--- config.mk ---
export PLATFORM = sky130hd
export DESIGN_NAME = uart_word_link
export DESIGN_NICKNAME = d
export VERILOG_FILES = /design/src/rtl/uart_word_link.sv
export SDC_FILE = /design/constraint.sdc
export NUM_CORES = 1
export LEC_CHECK = 0
export ABC_AREA = 1
export CELL_PAD_IN_SITES_DETAIL_PLACEMENT = 0
export CELL_PAD_IN_SITES_GLOBAL_PLACEMENT = 1
export CORE_UTILIZATION = 43
export CTS_CLUSTER_DIAMETER = 120
export DETAILED_ROUTE_END_ITERATION = 6
export PLACE_DENSITY = 0.85
export SETUP_SLACK_MARGIN = 0.1
export SLEW_MARGIN = 20
export SYNTH_ARGS = -nofsm -noshare
export SYNTH_HDL_FRONTEND = slang
export SYNTH_SLANG_ARGS = --single-unit
--- constraint.sdc ---
create_clock -name clk_100MHz -period 6.2 [get_ports clk_100MHz]
set_input_delay 0.93 -clock clk_100MHz [delete_from_list [all_inputs] [get_ports clk_100MHz]]
set_output_delay 0.93 -clock clk_100MHz [all_outputs]
set_load 0.02 [all_outputs]
--- src/rtl/uart_word_link.sv ---
// UART core that packs WORD_BYTES received characters into one word and
// serialises a word back out, with a runtime baud divisor, optional parity
// and sticky parity/framing/overrun flags.
// Ports:
//   clk_100MHz, reset         clock, synchronous active-high reset
//   baud_div                  clocks per 16x oversample tick (<2 treated as 2)
//   rx / tx                   serial pins (tx idles high)
//   rx_word, rx_word_valid,
//   rx_word_ack               received word handshake (first char in MS byte)
//   rx_byte_count             characters held in the partial word
//   tx_word, tx_word_load,
//   tx_busy, tx_word_done     transmit word handshake (MS byte sent first)
//   parity_err, frame_err,
//   overrun_err, err_clear    sticky error flags and their clear
module uart_word_link #(
  parameter int unsigned DBITS      = 8,
  parameter int unsigned SB_TICK    = 16,
  parameter int unsigned WORD_BYTES = 8,
  parameter int unsigned DIV_BITS   = 13,
  parameter int unsigned PARITY_EN  = 0,
  parameter int unsigned PARITY_ODD = 0
) (
  input  logic                          clk_100MHz,
  input  logic                          reset,
  input  logic [DIV_BITS-1:0]           baud_div,
  input  logic                          rx,
  output logic                          tx,
  output logic [WORD_BYTES*DBITS-1:0]   rx_word,
  output logic                          rx_word_valid,
  input  logic                          rx_word_ack,
  output logic [$clog2(WORD_BYTES):0]   rx_byte_count,
  input  logic [WORD_BYTES*DBITS-1:0]   tx_word,
  input  logic                          tx_word_load,
  output logic                          tx_busy,
  output logic                          tx_word_done,
  output logic                          parity_err,
  output logic                          frame_err,
  output logic                          overrun_err,
  input  logic                          err_clear
);

  localparam int unsigned W  = WORD_BYTES * DBITS;
  localparam int unsigned CW = $clog2(WORD_BYTES) + 1;
  localparam int unsigned TW = (SB_TICK > 16) ? $clog2(SB_TICK) : 4;
  localparam int unsigned NW = (DBITS > 1) ? $clog2(DBITS) : 1;

  // Baud tick: the divisor in use is only re-sampled at wrap
  logic [DIV_BITS-1:0] div_cnt, div_cur, div_eff_c;
  logic                tick;

  assign div_eff_c = (baud_div < DIV_BITS'(2)) ? DIV_BITS'(2) : baud_div;

  always_ff @(posedge clk_100MHz) begin
    if (reset) begin
      div_cnt <= '0;
      div_cur <= div_eff_c;
      tick    <= 1'b0;
    end else if (div_cnt == div_cur - DIV_BITS'(1)) begin
      div_cnt <= '0;
      div_cur <= div_eff_c;
      tick    <= 1'b1;
    end else begin
      div_cnt <= div_cnt + DIV_BITS'(1);
      tick    <= 1'b0;
    end
  end

  // Two-flop synchroniser for the asynchronous rx pin
  logic rx_meta, rx_sync;
  always_ff @(posedge clk_100MHz) begin
    if (reset) begin
      rx_meta <= 1'b1;
      rx_sync <= 1'b1;
    end else begin
      rx_meta <= rx;
      rx_sync <= rx_meta;
    end
  end

  // RX FSM
  typedef enum logic [2:0] {R_IDLE, R_START, R_DATA, R_PAR, R_STOP} rx_state_t;
  rx_state_t        rx_state, rx_state_n;
  logic [TW-1:0]    rx_s, rx_s_n;
  logic [NW-1:0]    rx_n, rx_n_n;
  logic [DBITS-1:0] rx_b, rx_b_n;
  logic             rx_p, rx_p_n;
  logic             rx_done_c, rx_ferr_c, rx_perr_c, rx_ovr_c;

  always_ff @(posedge clk_100MHz) begin
    if (reset) begin
      rx_state <= R_IDLE;
      rx_s     <= '0;
      rx_n     <= '0;
      rx_b     <= '0;
      rx_p     <= 1'b0;
    end else begin
      rx_state <= rx_state_n;
      rx_s     <= rx_s_n;
      rx_n     <= rx_n_n;
      rx_b     <= rx_b_n;
      rx_p     <= rx_p_n;
    end
  end

  always_comb begin
    rx_state_n = rx_state;
    rx_s_n     = rx_s;
    rx_n_n     = rx_n;
    rx_b_n     = rx_b;
    rx_p_n     = rx_p;
    rx_done_c  = 1'b0;
    rx_ferr_c  = 1'b0;
    rx_perr_c  = 1'b0;
    unique case (rx_state)
      R_IDLE: begin
        if (!rx_sync) begin
          rx_state_n = R_START;
          rx_s_n     = '0;
        end
      end
      R_START: begin
        // Mid start bit: a high line here was only a glitch
        if (tick) begin
          if (rx_s == TW'(7)) begin
            if (!rx_sync) begin
              rx_state_n = R_DATA;
              rx_s_n     = '0;
              rx_n_n     = '0;
            end else begin
              rx_state_n = R_IDLE;
            end
          end else begin
            rx_s_n = rx_s + TW'(1);
          end
        end
      end
      R_DATA: begin
        if (tick) begin
          if (rx_s == TW'(15)) begin
            rx_s_n = '0;
            rx_b_n = {rx_sync, rx_b[DBITS-1:1]};
            if (rx_n == NW'(DBITS - 1)) begin
              rx_state_n = (PARITY_EN != 0) ? R_PAR : R_STOP;
            end else begin
              rx_n_n = rx_n + NW'(1);
            end
          end else begin
            rx_s_n = rx_s + TW'(1);
          end
        end
      end
      R_PAR: begin
        if (tick) begin
          if (rx_s == TW'(15)) begin
            rx_s_n     = '0;
            rx_p_n     = rx_sync;
            rx_state_n = R_STOP;
          end else begin
            rx_s_n = rx_s + TW'(1);
          end
        end
      end
      R_STOP: begin
        // Framing error takes precedence over a parity error
        if (tick) begin
          if (rx_s == TW'(SB_TICK - 1)) begin
            rx_state_n = R_IDLE;
            if (!rx_sync) begin
              rx_ferr_c = 1'b1;
            end else if ((PARITY_EN != 0) && (rx_p != ((^rx_b) ^ 1'(PARITY_ODD)))) begin
              rx_perr_c = 1'b1;
            end else begin
              rx_done_c = 1'b1;
            end
          end else begin
            rx_s_n = rx_s + TW'(1);
          end
        end
      end
      default: rx_state_n = R_IDLE;
    endcase
  end

  // Word packing and the valid/ack handshake
  logic [W-1:0] rx_asm, rx_full_c;
  logic         rx_last_c;

  assign rx_full_c = {rx_asm[W-DBITS-1:0], rx_b};
  assign rx_last_c = (rx_byte_count == CW'(WORD_BYTES - 1));
  assign rx_ovr_c  = rx_done_c && rx_last_c && rx_word_valid && !rx_word_ack;

  always_ff @(posedge clk_100MHz) begin
    if (reset) begin
      rx_asm        <= '0;
      rx_byte_count <= '0;
      rx_word       <= '0;
      rx_word_valid <= 1'b0;
    end else if (rx_done_c && rx_last_c) begin
      rx_asm        <= rx_full_c;
      rx_byte_count <= '0;
      if (!rx_word_valid || rx_word_ack) begin
        rx_word       <= rx_full_c;
        rx_word_valid <= 1'b1;
      end
    end else begin
      if (rx_done_c) begin
        rx_asm        <= rx_full_c;
        rx_byte_count <= rx_byte_count + CW'(1);
      end
      if (rx_word_ack) begin
        rx_word_valid <= 1'b0;
      end
    end
  end

  // Sticky flags: a new event outranks a simultaneous clear
  always_ff @(posedge clk_100MHz) begin
    if (reset) begin
      parity_err  <= 1'b0;
      frame_err   <= 1'b0;
      overrun_err <= 1'b0;
    end else begin
      parity_err  <= (parity_err  & ~err_clear) | rx_perr_c;
      frame_err   <= (frame_err   & ~err_clear) | rx_ferr_c;
      overrun_err <= (overrun_err & ~err_clear) | rx_ovr_c;
    end
  end

  // TX FSM; T_WAIT aligns the first start bit to a baud tick
  typedef enum logic [2:0] {T_IDLE, T_WAIT, T_START, T_DATA, T_PAR, T_STOP} tx_state_t;
  tx_state_t        tx_state, tx_state_n;
  logic [TW-1:0]    tx_s, tx_s_n;
  logic [NW-1:0]    tx_n, tx_n_n;
  logic [DBITS-1:0] tx_d, tx_d_n;
  logic             tx_p, tx_p_n;
  logic [W-1:0]     tx_sh, tx_sh_n;
  logic [CW-1:0]    tx_chr, tx_chr_n;
  logic             tx_line_n, tx_busy_n, tx_done_n;

  always_ff @(posedge clk_100MHz) begin
    if (reset) begin
      tx_state     <= T_IDLE;
      tx_s         <= '0;
      tx_n         <= '0;
      tx_d         <= '0;
      tx_p         <= 1'b0;
      tx_sh        <= '0;
      tx_chr       <= '0;
      tx           <= 1'b1;
      tx_busy      <= 1'b0;
      tx_word_done <= 1'b0;
    end else begin
      tx_state     <= tx_state_n;
      tx_s         <= tx_s_n;
      tx_n         <= tx_n_n;
      tx_d         <= tx_d_n;
      tx_p         <= tx_p_n;
      tx_sh        <= tx_sh_n;
      tx_chr       <= tx_chr_n;
      tx           <= tx_line_n;
      tx_busy      <= tx_busy_n;
      tx_word_done <= tx_done_n;
    end
  end

  always_comb begin
    tx_state_n = tx_state;
    tx_s_n     = tx_s;
    tx_n_n     = tx_n;
    tx_d_n     = tx_d;
    tx_p_n     = tx_p;
    tx_sh_n    = tx_sh;
    tx_chr_n   = tx_chr;
    tx_busy_n  = tx_busy;
    tx_done_n  = 1'b0;
    tx_line_n  = 1'b1;
    unique case (tx_state)
      T_IDLE: begin
        if (tx_word_load) begin
          tx_sh_n    = tx_word;
          tx_chr_n   = '0;
          tx_busy_n  = 1'b1;
          tx_state_n = T_WAIT;
        end
      end
      T_WAIT: begin
        if (tick) begin
          tx_state_n = T_START;
          tx_s_n     = '0;
          tx_d_n     = tx_sh[W-1 -: DBITS];
          tx_sh_n    = tx_sh << DBITS;
          tx_p_n     = 1'(PARITY_ODD);
        end
      end
      T_START: begin
        if (tick) begin
          if (tx_s == TW'(15)) begin
            tx_s_n     = '0;
            tx_n_n     = '0;
            tx_state_n = T_DATA;
          end else begin
            tx_s_n = tx_s + TW'(1);
          end
        end
      end
      T_DATA: begin
        // Parity accumulates as each data bit leaves the shifter
        if (tick) begin
          if (tx_s == TW'(15)) begin
            tx_s_n = '0;
            tx_p_n = tx_p ^ tx_d[0];
            tx_d_n = tx_d >> 1;
            if (tx_n == NW'(DBITS - 1)) begin
              tx_state_n = (PARITY_EN != 0) ? T_PAR : T_STOP;
            end else begin
              tx_n_n = tx_n + NW'(1);
            end
          end else begin
            tx_s_n = tx_s + TW'(1);
          end
        end
      end
      T_PAR: begin
        if (tick) begin
          if (tx_s == TW'(15)) begin
            tx_s_n     = '0;
            tx_state_n = T_STOP;
          end else begin
            tx_s_n = tx_s + TW'(1);
          end
        end
      end
      T_STOP: begin
        // Next character follows the stop period with no idle gap
        if (tick) begin
          if (tx_s == TW'(SB_TICK - 1)) begin
            tx_s_n = '0;
            if (tx_chr == CW'(WORD_BYTES - 1)) begin
              tx_state_n = T_IDLE;
              tx_done_n  = 1'b1;
              tx_busy_n  = 1'b0;
            end else begin
              tx_chr_n   = tx_chr + CW'(1);
              tx_state_n = T_START;
              tx_d_n     = tx_sh[W-1 -: DBITS];
              tx_sh_n    = tx_sh << DBITS;
              tx_p_n     = 1'(PARITY_ODD);
            end
          end else begin
            tx_s_n = tx_s + TW'(1);
          end
        end
      end
      default: tx_state_n = T_IDLE;
    endcase
    case (tx_state_n)
      T_START: tx_line_n = 1'b0;
      T_DATA:  tx_line_n = tx_d_n[0];
      T_PAR:   tx_line_n = tx_p_n;
      default: tx_line_n = 1'b1;
    endcase
  end

endmodule

==> flow_summary.json <==
{
  "antenna_found_initial": 0,
  "ant_nets": 0,
  "synth_nets": 1514,
  "period_share_pct": 57.81,
  "cts_tree": "built",
  "std_cell_rows": 57,
  "hpwl_um": 16770,
  "routed_wl_um": 25160,
  "synth_fa_ha_area_share_pct": 1.263,
  "grt-ovfl-total": 0,
  "wl_per_cell_um": 13.47,
  "initial_core_util_pct": 44.30,
  "start_kind": "flip-flop",
  "drive_gt1_share_pct": 5.505,
  "p_per_area_nw_per_um2": 293.9,
  "drc_errors": 0,
  "clk_path_buf_depth": 3,
  "synth_top_family_by_area": "simple AND/OR/NAND/NOR gates",
  "postSynthCellCount": 1420,
  "ys_seq_area_share_pct": 49.86,
  "htree_levels": 1,
  "tns_ns": 0,
  "first_global_vias": 8618,
  "diodes": 0,
  "synth_cell_types": 44,
  "grt_start_max_net_pins": 104,
  "synth-seq-cells": 265,
  "max_cap_viol_count": 0,
  "io_pins": 158,
  "crit_path_top_delay_cell": "clkinv_2",
  "die_w_um": 161.2,
  "vdd_drop_max_v": 0.0001693,
  "power_mw": 3.923,
  "placed_area_um2": 12430,
  "setup_viol": 0,
  "numCtsBuffers": 28,
  "critical-path-max-stage-delay_ns": 0.90,
  "cts_root_buffer": "clkbuf_16",
  "grt_pass1_wl_um": 41920,
  "cp_max_fo": 65,
  "ys_warn_count": 0,
  "worst_slew_pin_slew_ns": 0.9987,
  "post-route-min-period_ns": 3.584,
  "required_ns": 6.63,
  "nets": 1618,
  "cts_setup_buffers": 0,
  "status": "finished clean",
  "place.gp.congestion": 0.7969,
  "max_freq_mhz": 279.0,
  "gr-usage-all-layers_pct": 19.24,
  "synth.mux.area_fraction_pct": 0,
  "syn_area_um2": 10900,
  "die_height_um": 161.2,
  "cts_hold_buf": 0,
  "synth-simple-area-share_pct": 23.46,
  "holdCritPathClass": "flip-flop to flip-flop",
  "worstPathArrival_ns": 4.01,
  "core_area_um2": 24600,
  "cts_sinks": 265,
  "hold_viol_final": 0,
  "synth_compound_area_share_pct": 16.10,
  "portBuffers": 157,
  "finalInstanceArea_um2": 13350,
  "leakage_nw": 5.148,
  "clk_latency_ns": 0.55,
  "crit_type": "flip-flop to flip-flop",
  "first_pass_iters": 5,
  "synth-xor-area-share_pct": 2.055,
  "die_area_um2": 25990,
  "rsz0062_at_grt": "no",
  "clk_pin_slew_ns": 0.06,
  "relSlewSlack_pct": 33.32,
  "vias_per_cell": 4.972,
  "crit_chain": "ha_1 > nand2_1 > nor2_2 > inv_2 > nor2_4 > nand3_2 > buf_4 > nor3_4 > nand3_2 > buf_4 > clkinv_2 > nor2_1 > nor2_1",
  "dr_total_vias": 9287,
  "cts_resized": 0,
  "slew_viol_final": 0,
  "area_growth_pct": 22.46,
  "drtIter0Drc": 552,
  "cp-end-kind": "flip-flop",
  "avgSynthCellArea_um2": 7.676,
  "finClkSkew_ns": 0.03146
}
## kinds of logic after synthesis
logic type                 count (synthesis)
and+or+nand+nor                          627
AOI/OAI and AO/OA                        326
DFF                                      265
buffers and inverters                    167
xor gates and xnor gates                  24
adders and majority gates                 11
## registers in the layout (all words and copies together), names as in the netlist, 3 cells and up
name	cells
rx_word	64
tx_sh	64
rx_asm	56
div_cnt	13
div_cur	13
rx_b	8
tx_d	8
rx_byte_count	4
rx_s	4
tx_chr	4
tx_s	4
rx_n	3
rx_state	3
tx_n	3
tx_state	3
## layout by cell type, fill, tap and decap left out, types with 2 or more instances in the layout
master	netlist	routed
nor3_1	6	6
nor2_2	6	6
o211a_1	3	3
inv_1	69	69
edfxtp_1	13	13
nor2_1	312	312
bufinv_16	0	2
o21ai_1	98	98
nand3b_1	3	3
clkbuf_8	0	5
buf_4	2	7
clkinv_2	1	10
nand2_2	2	2
nand4_1	7	7
a31oi_1	56	56
nor2_4	3	3
dfxtp_1	252	252
a21oi_1	46	46
clkbuf_16	0	28
inv_2	5	5
or2_2	4	4
nand2_1	231	231
nand3_1	40	40
ha_1	11	11
clkbuf_1	57	2
clkinvlp_4	0	2
nor3b_1	4	4
nand3_2	3	3
xnor2_1	7	7
xor2_1	16	16
clkdlybuf4s50_1	0	156
o21ai_0	109	109
nor4_1	3	3
a22oi_1	7	7
## layout make-up
cell class                      count  area (µm²)
Multi-Input combinational cell    988        4674
Tap cell                          324       405.4
Sequential cell                   265        5435
Inverter                           77       292.8
Clock inverter                     15       145.1
Timing Repair Buffer              164        1619
Clock buffer                       35       777.0
Fill cell                        2352       11260
## through the flow
step	util [%]	hold WS, ns	worst slack (ns)	instances
2_1_floorplan	-	0.3895	4.040	1420
3_3_place_gp	50.51	0.3989	2.552	1818
3_5_place_dp	50.51	0.3984	2.548	1818
4_1_cts	54.25	0.4193	2.560	1868
5_1_grt	54.25	0.4573	2.168	1868
6_report	54.25	0.4220	2.616	1868
## metal layers
| metal | up-vias | track usage [%] | wire, µm |
|---|---|---|---|
| met5 | - | 0 | 0 |
| met2 | 199 | 30.17 | 10940 |
| met3 | 30 | 2.979 | 1219 |
| met1 | 4180 | 27.80 | 12660 |
| li1 | 4878 | - | - |
| met4 | 0 | 4.202 | 340 |
## worst paths after layout
kind / to / slack (ns) / cells after the start / start
setup / recovery: rx_word[13] / 2.62 / 13 / rx_s[0]
hold / removal: rx_sync / 0.42 / 1 / rx_meta
setup reg to reg: rx_word[13] / 2.62 / 13 / rx_s[0]
hold reg to reg: rx_sync / 0.42 / 1 / rx_meta
## cell usage after synthesis (all sizes together)
library cell,number,area (µm²)
and2,1,6.260
nand3,43,230.2
o22ai,1,6.260
nand3b,3,22.52
o2111ai,1,8.760
a21oi,47,239.0
dfxtp,252,5045
a32oi,1,8.760
o211a,3,30.03
nor3b,4,30.03
xnor2,7,61.31
o21a,1,7.510
xnor3,1,22.52
o21ai,208,1045
a21o,1,7.510
edfxtp,13,390.4
nand2,233,879.6
a31oi,56,350.3
nor2,321,1242
clkinv,3,12.51
clkbuf,57,214.0
or2,4,25.02
nor3,7,46.30
inv,74,277.8
nand4,8,56.30
a22oi,7,52.55
nor4,3,18.77
buf,33,286.5
xor2,16,140.1
ha,11,137.6
## power breakdown
group / leakage (nW) / internal, mW / total [mW] / switching (mW)
clock: 0.458 / 0.970 / 1.65 / 0.682
sequential: 2.17 / 1.79 / 1.84 / 0.0484
combinational: 2.52 / 0.168 / 0.432 / 0.264
total: 5.15 / 2.93 / 3.92 / 0.995
## worst max-delay path, delay by kind of cell (launching register included)
kind | cells | cell delay (ns)
flip-flops | 1 | 0.34
AND/OR/NAND/NOR | 8 | 0.81
adder cells (fa/ha/maj) | 1 | 0.22
buffers and inverters | 4 | 2.00
Power figures use the tool's default switching activity.
==> patch (same flow settings) <==
Remove the register `tx`: a continuous assignment takes its place, so the output `tx` follows one clock earlier.
--- a/src/rtl/uart_word_link.sv
+++ b/src/rtl/uart_word_link.sv
@@ -246,7 +246,6 @@
       tx_p         <= 1'b0;
       tx_sh        <= '0;
       tx_chr       <= '0;
-      tx           <= 1'b1;
       tx_busy      <= 1'b0;
       tx_word_done <= 1'b0;
     end else begin
@@ -257,11 +256,12 @@
       tx_p         <= tx_p_n;
       tx_sh        <= tx_sh_n;
       tx_chr       <= tx_chr_n;
-      tx           <= tx_line_n;
       tx_busy      <= tx_busy_n;
       tx_word_done <= tx_done_n;
     end
   end
+
+  assign tx = tx_line_n;
 
   always_comb begin
     tx_state_n = tx_state;
Behaviour: not the same (a bounded check fails within 4 cycles, from zero or initial values and one cycle with reset high).
==> patch against the unedited design <==
Sequential cell count is 1 lower; worst setup slack worse by 790 ps; cell area up 2.4%; area after synthesis increased by 1.4%; total power up 2.6%; global-route usage rose by 0.26 points; first-iteration DRC count rose by 15%; routed wire length up 2.7%; largest power group is now clock.
==> patch: results (changes against the unedited design) <==
metric;value;unit;change
setup_slack;1820;ps;-794 ps
fin_worst_skew;12.3;ps;-19.2 ps
yosysUniqueCellTypes;40;;-9.1%
grt_pass1_vias;9034;;+4.8%
wl_met3;1150;um;-5.7%
worst_ep_arrival_time;3450;ps;-560 ps
routed_wirelength;25800;um;+2.7%
rrSetupSlack;2650;ps;+30 ps
post_dp_cell_area;12600;sq um;+1.5%
worst_pin_slew;1020;ps;+18.3 ps
cpMaxStageDelayCell;inv_2;;
ys_top_cells_by_area;dfxtp_1 (45%), nor2_1 (11%), nand2_1 (9.5%), o21ai_0 (7.0%), a31oi_1 (3.6%);;
crit_path_end;tx;;
gr-usage-met2;33.6;%;+3.4 points
post_drt_wl_per_cell;13.3;um;-1.5%
drtIter0Drc;634;;+15%
dr.pass1.iters;4;;-1
via_per_inst;5.01;;+0.74%
leakage;5.33;nW;+3.5%
dr_wl_met2;12100;um;+10%
ir_worst_vdd;0.239;mV;+41%
status;completed;;
use_met3;2.60;%;-0.37 points
cp_slowest_stage_delay;560;ps;-340 ps
drive_above_1_share;5.13;%;-0.38 points
cts_buffers;30;;+7.1%
[patch: cell count changes in the layout (fill, tap and decap cells not counted), sizes merged, moves of 4 or more]
cell   delta
a21oi    -10
a22oi     -5
a31oi     +8
inv      +10
nand2    +49
nand3     +6
nor2     +21
xor2      -4
[patch: logic make-up after synthesis]
kind of cell | Yosys count | synth area share [%]
compound gates | 319 | 15.4
flops | 264 | 49.0
simple gates | 703 | 25.8
xor+xnor | 17 | 1.35
fa+ha+maj | 11 | 1.25
buf+inv | 174 | 7.23
[patch: layout make-up]
type                            instances  area (sq um)
Timing Repair Buffer                  164          1620
Clock inverter                         16           229
Multi-Input combinational cell       1050          4840
Sequential cell                       264          5420
Inverter                               86           329
Clock buffer                           38           821
Tap cell                              330           413
Fill cell                            2406         11500
[patch: per-stage QoR]
stage | power (mW) | hold WS (ps)
floorplan | 2.11 | 389
global placement | 2.22 | 395
detailed placement | 2.22 | 396
CTS | 4.07 | 407
global route | 4.21 | 411
finish | 4.02 | 406
